==> config.mk <==
export PLATFORM = sky130hd
export DESIGN_NAME = tsmp_encap_engine_flat
export DESIGN_NICKNAME = d
export VERILOG_FILES = /design/src/rtl/tsmp_encap_engine_if.sv /design/src/rtl/tsmp_encap_engine.sv /design/src/flat_wrapper.sv
export SDC_FILE = /design/constraint.sdc
export NUM_CORES = 1
export LEC_CHECK = 0
export CAP_MARGIN = 10
export CORE_UTILIZATION = 46
export DETAILED_ROUTE_END_ITERATION = 8
export HOLD_SLACK_MARGIN = 0.15
export PLACE_DENSITY = 0.76
export SETUP_SLACK_MARGIN = 0.3
export SLEW_MARGIN = 30
export SYNTH_ARGS = -nofsm -noshare
export SYNTH_HDL_FRONTEND = slang
export SYNTH_SLANG_ARGS = --single-unit
==> constraint.sdc <==
create_clock -name i_clk -period 5.91 [get_ports i_clk]
set_clock_uncertainty 0.2 [all_clocks]
set_input_delay 1.182 -clock i_clk [delete_from_list [all_inputs] [get_ports i_clk]]
set_output_delay 1.182 -clock i_clk [all_outputs]
set_load 0.01 [all_outputs]
==> src/rtl/tsmp_encap_engine_if.sv <==
// tsmp_encap_engine_if: 134-bit frame word stream in and out of the encapsulator.
interface tsmp_encap_engine_if;
  logic [133:0] iv_data;
  logic         i_data_wr;
  logic [133:0] ov_data;
  logic         o_data_wr;
  modport master (output iv_data, i_data_wr, input ov_data, o_data_wr);
  modport slave (input iv_data, i_data_wr, output ov_data, o_data_wr);
endinterface

==> src/rtl/tsmp_encap_engine.sv <==
// tsmp_encap_engine: wraps local frames in a TSMP header with PTP TC/TS fix-up, abort handling and counters.
module tsmp_encap_engine #(
  parameter int          TIMER_W      = 19,
  parameter int          TIMER_PERIOD = 500000,
  parameter logic [15:0] TSMP_TYPE    = 16'hff01,
  parameter int          TC_WORD_IDX  = 1,
  parameter bit          TS_INSERT_EN = 1'b1
) (
  input  logic               i_clk,
  input  logic               i_rst,
  input  logic [47:0]        iv_dmac,
  input  logic [47:0]        iv_smac,
  input  logic [7:0]         iv_subtype,
  input  logic               i_frame_ptp,
  input  logic               i_timer_rst,
  input  logic [47:0]        iv_syned_global_time,
  input  logic [TIMER_W-1:0] iv_relative_time,
  tsmp_encap_engine_if.slave bus,
  output logic [31:0]        ov_frame_cnt,
  output logic [15:0]        ov_err_cnt
);
  typedef enum logic [2:0] {IDLE, MD1, HDR, BODY, FLUSH, DROP} state_t;
  localparam logic [TIMER_W:0] PER = (TIMER_W+1)'(TIMER_PERIOD);
  state_t state_q, state_d;
  logic [TIMER_W-1:0] timer_q, timer_d;
  logic [TIMER_W:0] elapsed;
  logic [133:0] din, hdr, tc_word, ld_word, buf_q, buf_d, out_q, out_d;
  logic wr, is_head, is_tail, wr_q, wr_d, ptp_q, ptp_d, ecnt_inc;
  logic [7:0] sub_q, sub_d;
  logic [15:0] widx_q, widx_d, ecnt_q, ecnt_d;
  logic [31:0] fcnt_q, fcnt_d;
  assign din = bus.iv_data;
  assign wr = bus.i_data_wr;
  assign is_head = wr && din[133:132] == 2'b01;
  assign is_tail = wr && din[133:132] == 2'b10;
  // residence time across a timer wrap adds one full period
  assign elapsed = (timer_q >= iv_relative_time) ? {1'b0, timer_q} - {1'b0, iv_relative_time}
                                                 : {1'b0, timer_q} + PER - {1'b0, iv_relative_time};
  assign hdr = {6'b110000, iv_smac[47:24], sub_q, iv_smac[15:0], iv_dmac, TSMP_TYPE, sub_q, 8'h00};
  assign tc_word = (ptp_q && widx_q == 16'(TC_WORD_IDX)) ? {din[133:80], din[79:16] + 64'(elapsed), din[15:0]} : din;
  assign ld_word = (ptp_q && TS_INSERT_EN && is_tail) ? {tc_word[133:48], iv_syned_global_time} : tc_word;
  assign timer_d = (i_timer_rst || timer_q == TIMER_W'(TIMER_PERIOD - 1)) ? '0 : timer_q + 1'b1;
  assign ecnt_d = (ecnt_inc && ecnt_q != 16'hffff) ? ecnt_q + 1'b1 : ecnt_q;
  assign bus.ov_data = out_q;
  assign bus.o_data_wr = wr_q;
  assign ov_frame_cnt = fcnt_q;
  assign ov_err_cnt = ecnt_q;
  always_comb begin
    state_d = state_q;
    out_d = out_q;
    wr_d = 1'b0;
    buf_d = buf_q;
    sub_d = sub_q;
    ptp_d = ptp_q;
    widx_d = widx_q;
    fcnt_d = fcnt_q;
    ecnt_inc = 1'b0;
    case (state_q)
      IDLE: if (is_head) begin
        out_d = {din[133:127], 1'b1, din[125:0]};
        wr_d = 1'b1;
        sub_d = iv_subtype;
        ptp_d = i_frame_ptp;
        widx_d = '0;
        state_d = MD1;
      end
      MD1: if (is_head) begin
        ecnt_inc = 1'b1;
        state_d = DROP;
      end else if (wr) begin
        out_d = din;
        wr_d = 1'b1;
        state_d = HDR;
      end
      HDR: if (is_head) begin
        ecnt_inc = 1'b1;
        state_d = DROP;
      end else if (is_tail) begin
        out_d = {2'b10, hdr[131:0]};
        wr_d = 1'b1;
        fcnt_d = fcnt_q + 1'b1;
        state_d = IDLE;
      end else if (wr) begin
        out_d = hdr;
        wr_d = 1'b1;
        buf_d = ld_word;
        widx_d = 16'd1;
        state_d = BODY;
      end
      BODY: if (is_head) begin
        out_d = {2'b10, buf_q[131:0]};
        wr_d = 1'b1;
        ecnt_inc = 1'b1;
        state_d = DROP;
      end else if (wr) begin
        out_d = buf_q;
        wr_d = 1'b1;
        buf_d = ld_word;
        widx_d = widx_q + {15'd0, widx_q != 16'hffff};
        state_d = is_tail ? FLUSH : BODY;
      end
      FLUSH: begin
        out_d = buf_q;
        wr_d = 1'b1;
        ecnt_inc = is_head;
        fcnt_d = is_head ? fcnt_q : fcnt_q + 1'b1;
        state_d = is_head ? DROP : IDLE;
      end
      DROP: state_d = is_tail ? IDLE : DROP;
      default: state_d = IDLE;
    endcase
  end
  always_ff @(posedge i_clk) begin
    if (i_rst) begin
      state_q <= IDLE;
      timer_q <= '0;
      out_q <= '0;
      wr_q <= 1'b0;
      buf_q <= '0;
      sub_q <= '0;
      ptp_q <= 1'b0;
      widx_q <= '0;
      fcnt_q <= '0;
      ecnt_q <= '0;
    end else begin
      state_q <= state_d;
      timer_q <= timer_d;
      out_q <= out_d;
      wr_q <= wr_d;
      buf_q <= buf_d;
      sub_q <= sub_d;
      ptp_q <= ptp_d;
      widx_q <= widx_d;
      fcnt_q <= fcnt_d;
      ecnt_q <= ecnt_d;
    end
  end
endmodule

==> src/flat_wrapper.sv <==
// flat-port wrapper written by rule: the top's interface ports become plain ports
module tsmp_encap_engine_flat 
#(
  parameter int          TIMER_W      = 19,
  parameter int          TIMER_PERIOD = 500000,
  parameter logic [15:0] TSMP_TYPE    = 16'hff01,
  parameter int          TC_WORD_IDX  = 1,
  parameter bit          TS_INSERT_EN = 1'b1
)
  (i_clk, i_rst, iv_dmac, iv_smac, iv_subtype, i_frame_ptp, i_timer_rst, iv_syned_global_time, iv_relative_time, ov_frame_cnt, ov_err_cnt, bus_iv_data, bus_i_data_wr, bus_ov_data, bus_o_data_wr);
  tsmp_encap_engine_if bus_i ();
  input  logic i_clk;
  input  logic i_rst;
  input  logic [47:0] iv_dmac;
  input  logic [47:0] iv_smac;
  input  logic [7:0] iv_subtype;
  input  logic i_frame_ptp;
  input  logic i_timer_rst;
  input  logic [47:0] iv_syned_global_time;
  input  logic [TIMER_W-1:0] iv_relative_time;
  output logic [31:0] ov_frame_cnt;
  output logic [15:0] ov_err_cnt;
  input wire logic [$bits(bus_i.iv_data)-1:0] bus_iv_data;
  input wire logic [$bits(bus_i.i_data_wr)-1:0] bus_i_data_wr;
  output wire logic [$bits(bus_i.ov_data)-1:0] bus_ov_data;
  output wire logic [$bits(bus_i.o_data_wr)-1:0] bus_o_data_wr;
  assign bus_i.iv_data = bus_iv_data;
  assign bus_i.i_data_wr = bus_i_data_wr;
  assign bus_ov_data = bus_i.ov_data;
  assign bus_o_data_wr = bus_i.o_data_wr;
  tsmp_encap_engine #(.TIMER_W(TIMER_W), .TIMER_PERIOD(TIMER_PERIOD), .TSMP_TYPE(TSMP_TYPE), .TC_WORD_IDX(TC_WORD_IDX), .TS_INSERT_EN(TS_INSERT_EN)) u_core (.i_clk(i_clk), .i_rst(i_rst), .iv_dmac(iv_dmac), .iv_smac(iv_smac), .iv_subtype(iv_subtype), .i_frame_ptp(i_frame_ptp), .i_timer_rst(i_timer_rst), .iv_syned_global_time(iv_syned_global_time), .iv_relative_time(iv_relative_time), .bus(bus_i), .ov_frame_cnt(ov_frame_cnt), .ov_err_cnt(ov_err_cnt));
endmodule
After elaboration in Yosys (flattened, before gate mapping)
Cells that the tools add are included.
Widths: inputs -> output; s select.
{"block": "totals", "output_inout_bits": 183, "elab_cells": 111, "register_bits": 364, "in_bits": 310}
{"block": "op_classes", "magnitude_cmp": 1, "n_mux": 48, "n_eq_ne": 25, "addsub": 8, "n_reduce_logical": 19}
{"operator": "$mux 134", "n": 12}
{"operator": "$pmux 134 s5", "n": 1}
{"operator": "$pmux 134 s2", "n": 1}
{"operator": "$mux 16", "n": 6}
{"operator": "$mux 32", "n": 3}
{"operator": "$mux 80", "n": 1}
{"operator": "$add 64x20->64", "n": 1}
{"operator": "$pmux 32 s2", "n": 1}
{"operator": "$mux 48", "n": 1}
{"operator": "$pmux 16 s3", "n": 1}
{"operator": "$mux 3", "n": 11}
{"operator": "$add 32x1->32 const B", "n": 1}
{"operator": "$ne 16x16->1 const B", "n": 2}
{"operator": "$add 19x19->20 const B", "n": 1}
{"operator": "$mux 20", "n": 1}
{"operator": "$sub 19x19->20", "n": 1}
{"operator": "$sub 20x19->20", "n": 1}
{"operator": "$add 19x1->19 const B", "n": 1}
{"operator": "$eq 19x19->1 const B", "n": 1}
{"operator": "$ge 19x19->1", "n": 1}
{"operator": "$pmux 3 s6", "n": 1}
{"operator": "$add 16x1->16", "n": 1}
{"operator": "$add 16x1->16 const B", "n": 1}
{"operator": "$eq 16x1->1 const B", "n": 1}
{"operator": "other kinds (23)", "n": 48}

Logic depth before layout (Yosys ltp)
{"block": "logic_depth", "word_depth": 10, "mapped_depth": 24, "mapped_depth_nobuf": 23}

Worst setup path after synthesis
No wires, ideal clock.
{"block": "synth_timing", "path_kind": "input-to-reg", "startpoint": "input iv_relative_time[2]", "endpoint": "register u_core.buf_q[60]", "required_time_ps": 5593, "arrival_time_ps": 5529, "n_path_buf": 2, "stages": 20, "slack_ps": 64, "setup_time_ps": 117, "cell_sequence": "inv_1 ha_1 inv_1 fa_1 and3_1 o31ai_1 a31oi_1 o21ai_1 clkbuf_1 o21ai_0 ha_1 nor2b_1 o31a_1 a41oi_1 o21ai_0 a31oi_1 clkbuf_1 nor3_1 xor2_1 a22o_1"}
{"block": "synth_between", "elab_chain_len": 8, "elab_cells_between_ends": 11, "classes_between": "add/sub (3); order compare (1); mux (7)"}
{"item": "from (decl)", "line_no": "flat_wrapper.sv:20", "source": "input logic [TIMER_W-1:0] iv_relative_time;"}
{"item": "$sub 20x19->20 (tied with other cells)", "line_no": "tsmp_encap_engine.sv:38", "source": ": {1'b0, timer_q} + PER - {1'b0, iv_relative_time};"}
{"item": "$mux 20 *", "line_no": "tsmp_encap_engine.sv:37", "source": "assign elapsed = (timer_q >= iv_relative_time) ? {1'b0, timer_q} - {1'b0, iv_relative_time}"}
{"item": "$add 64x20->64 *", "line_no": "tsmp_encap_engine.sv:40", "source": "assign tc_word = (ptp_q && widx_q == 16'(TC_WORD_IDX)) ? {din[133:80], din[79:16] + 64'(elapsed), din[15:0]} : ..."}
{"item": "$mux 80 *", "line_no": "tsmp_encap_engine.sv:40"}
{"item": "$mux 134 *", "line_no": "tsmp_encap_engine.sv:83, tsmp_encap_engine.sv:95"}
{"item": "$mux 134", "line_no": "tsmp_encap_engine.sv:78", "source": "end else if (is_tail) begin"}
{"item": "$mux 134", "line_no": "tsmp_encap_engine.sv:75", "source": "HDR: if (is_head) begin"}
{"item": "$pmux 134 s2 *", "line_no": "tsmp_encap_engine.sv:58", "source": "case (state_q)"}
{"item": "to (signal assigned)", "line_no": "tsmp_encap_engine.sv:130", "source": "buf_q <= buf_d;"}
{"item": "to (decl)", "line_no": "tsmp_encap_engine.sv:27", "source": "logic [133:0] din, hdr, tc_word, ld_word, buf_q, buf_d, out_q, out_d;"}
Every way passes the cells marked *; elsewhere a longest branch is shown, timed or not. The select of a mux whose other input is x is not followed.
A chain may end at the register's enable or synchronous reset.

Worst setup path after layout
{"block": "layout_timing", "startpoint": "input iv_relative_time[0]", "endpoint": "register u_core.buf_q[36]"}
{"block": "layout_between", "elab_chain_len": 9, "elab_cells_between_ends": 12, "classes_between": "add/sub (3); order compare (1); mux (8)"}
{"item": "$sub 20x19->20 (tied with other cells)", "line_no": "tsmp_encap_engine.sv:38"}
{"item": "$mux 20 *", "line_no": "tsmp_encap_engine.sv:37"}
{"item": "$add 64x20->64 *", "line_no": "tsmp_encap_engine.sv:40"}
{"item": "$mux 80 *", "line_no": "tsmp_encap_engine.sv:40"}
{"item": "$mux 48 *", "line_no": "tsmp_encap_engine.sv:41", "source": "assign ld_word = (ptp_q && TS_INSERT_EN && is_tail) ? {tc_word[133:48], iv_syned_global_time} : tc_word;"}
{"item": "$mux 134 *", "line_no": "tsmp_encap_engine.sv:83, tsmp_encap_engine.sv:95"}
{"item": "$mux 134", "line_no": "tsmp_encap_engine.sv:78"}
{"item": "$mux 134", "line_no": "tsmp_encap_engine.sv:75"}
{"item": "$pmux 134 s2 *", "line_no": "tsmp_encap_engine.sv:58"}
Marks and branches as above.

==> qor.csv <==
stage,metric,value,unit
status,status,finished clean,
setup_path,crit start category,input port,
timing,RSZ-0062 raised after global routing,yes,
route,vias per cell,5.797,
clocking,root buf cell,clkbuf_16,
global_route,Global Route Usage Sum,31.72,%
setup_path,Worst Path Max Fanout,20,
timing,"Slew Viols, Final",0,
place,placer congestion estimate,0.9253,
floorplanning,Core ar.,43170,µm²
timing,Post-Route Hold Slack,0.2488,ns
logic_synthesis,Post-synth EDFFs,0,
power_and_ir_drop,worst vdd ir,216.1,µV
power_and_ir_drop,"Power, Total",6.452,mW
logic_synthesis,synthesized area per cell,7.580,µm²
place,Port Buffers,484,
timing,Max Freq,181.9,MHz
power_and_ir_drop,P_leak,10.84,nW
setup_path,"Largest stage delay, worst path",0.47,ns
timing,Worst Tran Pin Value,1.001,ns
setup_path,critical path class,input port to register,
clocking,Post-CTS Hold Buffers,0,
setup_path,CP required,6.22,ns
global_route,grt total ovfl,0,
timing,fin crit period,5.499,ns
logic_synthesis,ys async rst share,0,%
route,WL final,74.35,mm
logic_synthesis,Netlist cell types,80,
floorplanning,IO Pins,493,
floorplanning,Die Span X,211.6,µm
clocking,clk_lat worst skew,0.58,ns
logic_synthesis,Mapped Area,20200,µm²
logic_synthesis,cell count after synthesis,2665,
route,remaining antenna violation count after routing,0,
floorplanning,Starting Density,46.79,%
logic_synthesis,post-synthesis net count,3057,
timing,Rel. slew slack,33.07,%
global_route,pin count of the biggest net entering global routing,125,
setup_path,Worst setup EP type,register,
clocking,CTS max path bufs,3,
global_route,global-route wire length before repair,113.6,mm
power_and_ir_drop,power per cell area,228.8,nW/µm²
logic_synthesis,Yosys warnings,0,
logic_synthesis,"Seq/Total Area, Yosys",36.07,%
route,residual DRC count,0,
clocking,H-tree Lvls,2,
global_route,vias in the first global route,21050,
timing,part of the cycle the worst path needs,93.04,%
global_route,number of antenna violations at the first check in global routing,14,
setup_path,CP max stage cell,clkdlybuf4s50_1,
clocking,"Reg clk slew, reported paths",0.06,ns
clocking,CTS tree,yes,
route,TritonRoute pass-1 iters,5,
route,mean routed wirelength per cell,19.59,µm
clocking,CTS sink cnt,364,
layout,share of layout cells above drive strength 1,10.57,%
worst_hold_path,Hold WC Path Type,register to register,
logic_synthesis,Synth Flop Type,dfxtp_1,
job,Max-Cap Viols,0,
route,routed vias,22000,
timing,final hold violation count,0,
setup_path,Worst EP arrival,5.81,ns
clocking,CTS Buf Count,41,
floorplanning,Row Count,76,
logic_synthesis,register bit count reported by yosys,364,
layout,Final nets,3565,
layout,area grow syn2layout,39.60,%
timing,Setup Viol. Count Final,0,
floorplanning,die height,211.6,µm
floorplanning,DIE AREA,44760,µm²
setup_path,CP dominant cell by count,buf_4,
route,Iteration-0 DRC Markers,1805,
place,post-DP HPWL,52.37,mm
[repair_timing]
action / 4_1_cts / 5_1_grt
setup buffers: 3 / 9
setup endpoints to repair: 42 / 50
gates cloned: 0 / 1
resized for setup: 20 / 77
pin swaps: 3 / 32
endpoints found under the hold margin: 0 / 0
[cells in the mapped netlist (all sizes together), types with 14 or more instances]
| master | number | share of area (%) |
|---|---|---|
| nor2 | 387 | 7.2 |
| dfxtp | 364 | 36 |
| nand2 | 326 | 6.1 |
| a21oi | 241 | 6.0 |
| nor3 | 162 | 4.0 |
| clkbuf | 158 | 2.9 |
| o22ai | 99 | 3.1 |
| o21ai | 86 | 2.1 |
| inv | 76 | 1.4 |
| nand3 | 75 | 1.9 |
| ha | 68 | 4.2 |
| xnor2 | 63 | 2.7 |
| xor2 | 55 | 2.4 |
| and3 | 44 | 1.4 |
| a211oi | 35 | 1.3 |
| nand4 | 34 | 1.1 |
| mux2i | 33 | 1.6 |
| o211ai | 25 | 0.93 |
| or3 | 24 | 0.74 |
| a21o | 21 | 0.78 |
| a311oi | 21 | 0.91 |
| a221oi | 20 | 0.87 |
| nand2b | 19 | 0.59 |
| buf | 18 | 0.43 |
| o221ai | 17 | 0.74 |
| a31oi | 15 | 0.46 |
| nor4 | 15 | 0.46 |
| and4 | 14 | 0.61 |
| fa | 14 | 1.4 |
[cells by family after synthesis]
logic type      share of synthesized area (%)
buf+inv                                 4.782
flops                                   36.07
simple gates                            26.03
xor+xnor                                5.116
mux                                     2.193
fa+ha+maj                               5.599
compound gates                          20.20
[worst max-delay path: cells and delay by family]
| family | cells | cell delay, ns |
|---|---|---|
| AND/OR/NAND/NOR | 3 | 0.61 |
| AO/OA/AOI/OAI | 10 | 1.52 |
| buffers and inverters | 8 | 1.47 |
| multiplexers | 1 | 0.12 |
| adder cells (fa/ha/maj) | 3 | 0.90 |
[report_power, final]
group	leakage [nW]	internal (mW)	switching [mW]
registers	2.95	2.54	0.0547
logic	7.24	0.626	0.639
clock network	0.658	1.52	1.07
total	10.8	4.69	1.77
[worst paths after layout]
path	startpoint	to	slack [ns]	depth (start not counted)
worst min register to register	u_core.buf_q[51]	u_core.buf_q[51]	0.25	2
worst max-delay path	iv_relative_time[0]	u_core.buf_q[36]	0.41	25
worst max register to register	u_core.timer_q[2]	u_core.buf_q[46]	0.90	23
worst min-delay path	u_core.buf_q[51]	u_core.buf_q[51]	0.25	2
[flip-flops by register name, indices dropped and copies added (netlist names)]
signal,flops
u_core.ov_frame_cnt,32
u_core.buf_q,134
u_core.ptp_q,1
u_core.sub_q,8
u_core.state_q,3
u_core.widx_q,16
u_core.timer_q,19
u_core.ov_err_cnt,16
u_core.bus.o_data_wr,1
u_core.bus.ov_data,134
[area by class of cell]
cell class | instances | area [µm²]
clock inverters | 10 | 151.4
repair buffers | 641 | 6102
multi-input cells | 2049 | 12430
clock buffers | 59 | 1185
inverters | 76 | 285.3
fillers | 3706 | 14970
well taps | 585 | 732.0
diodes | 11 | 27.53
flip-flops and latches | 364 | 7289
[per-layer routing]
metal | track usage [%] | wire length (µm) | up-vias
li1 | - | - | 10460
met1 | 38.83 | 30020 | 10440
met2 | 53.36 | 35430 | 901
met3 | 7.061 | 5833 | 198
met4 | 13.59 | 3012 | 6
met5 | 0 | 46 | -
[metrics by stage]
step                std cells  instance area [µm²]  setup slack, ns  utilization [%]  TNS (ns)
finish                   3795                28200           0.4112            65.32         0
global route             3794                28200           0.2099            65.31         0
CTS                      3774                27760           0.2435            64.31         0
detailed placement       3702                26300          -0.5542            60.93    -19.02
global placement         3702                26300          -0.4361            60.91    -13.47
floorplan                2665                20220           0.3371                -         0
[placed cells by master, fill, tap and decap left out, types with 73 or more instances in the layout]
cell type,instances
clkdlybuf4s50_1,478
dfxtp_1,362
o21ai_0,77
nand3_1,73
nand2_1,322
nor2_1,385
nor3_1,158
o22ai_1,99
a21oi_1,232
buf_4,150
Power figures use the tool's default switching activity.
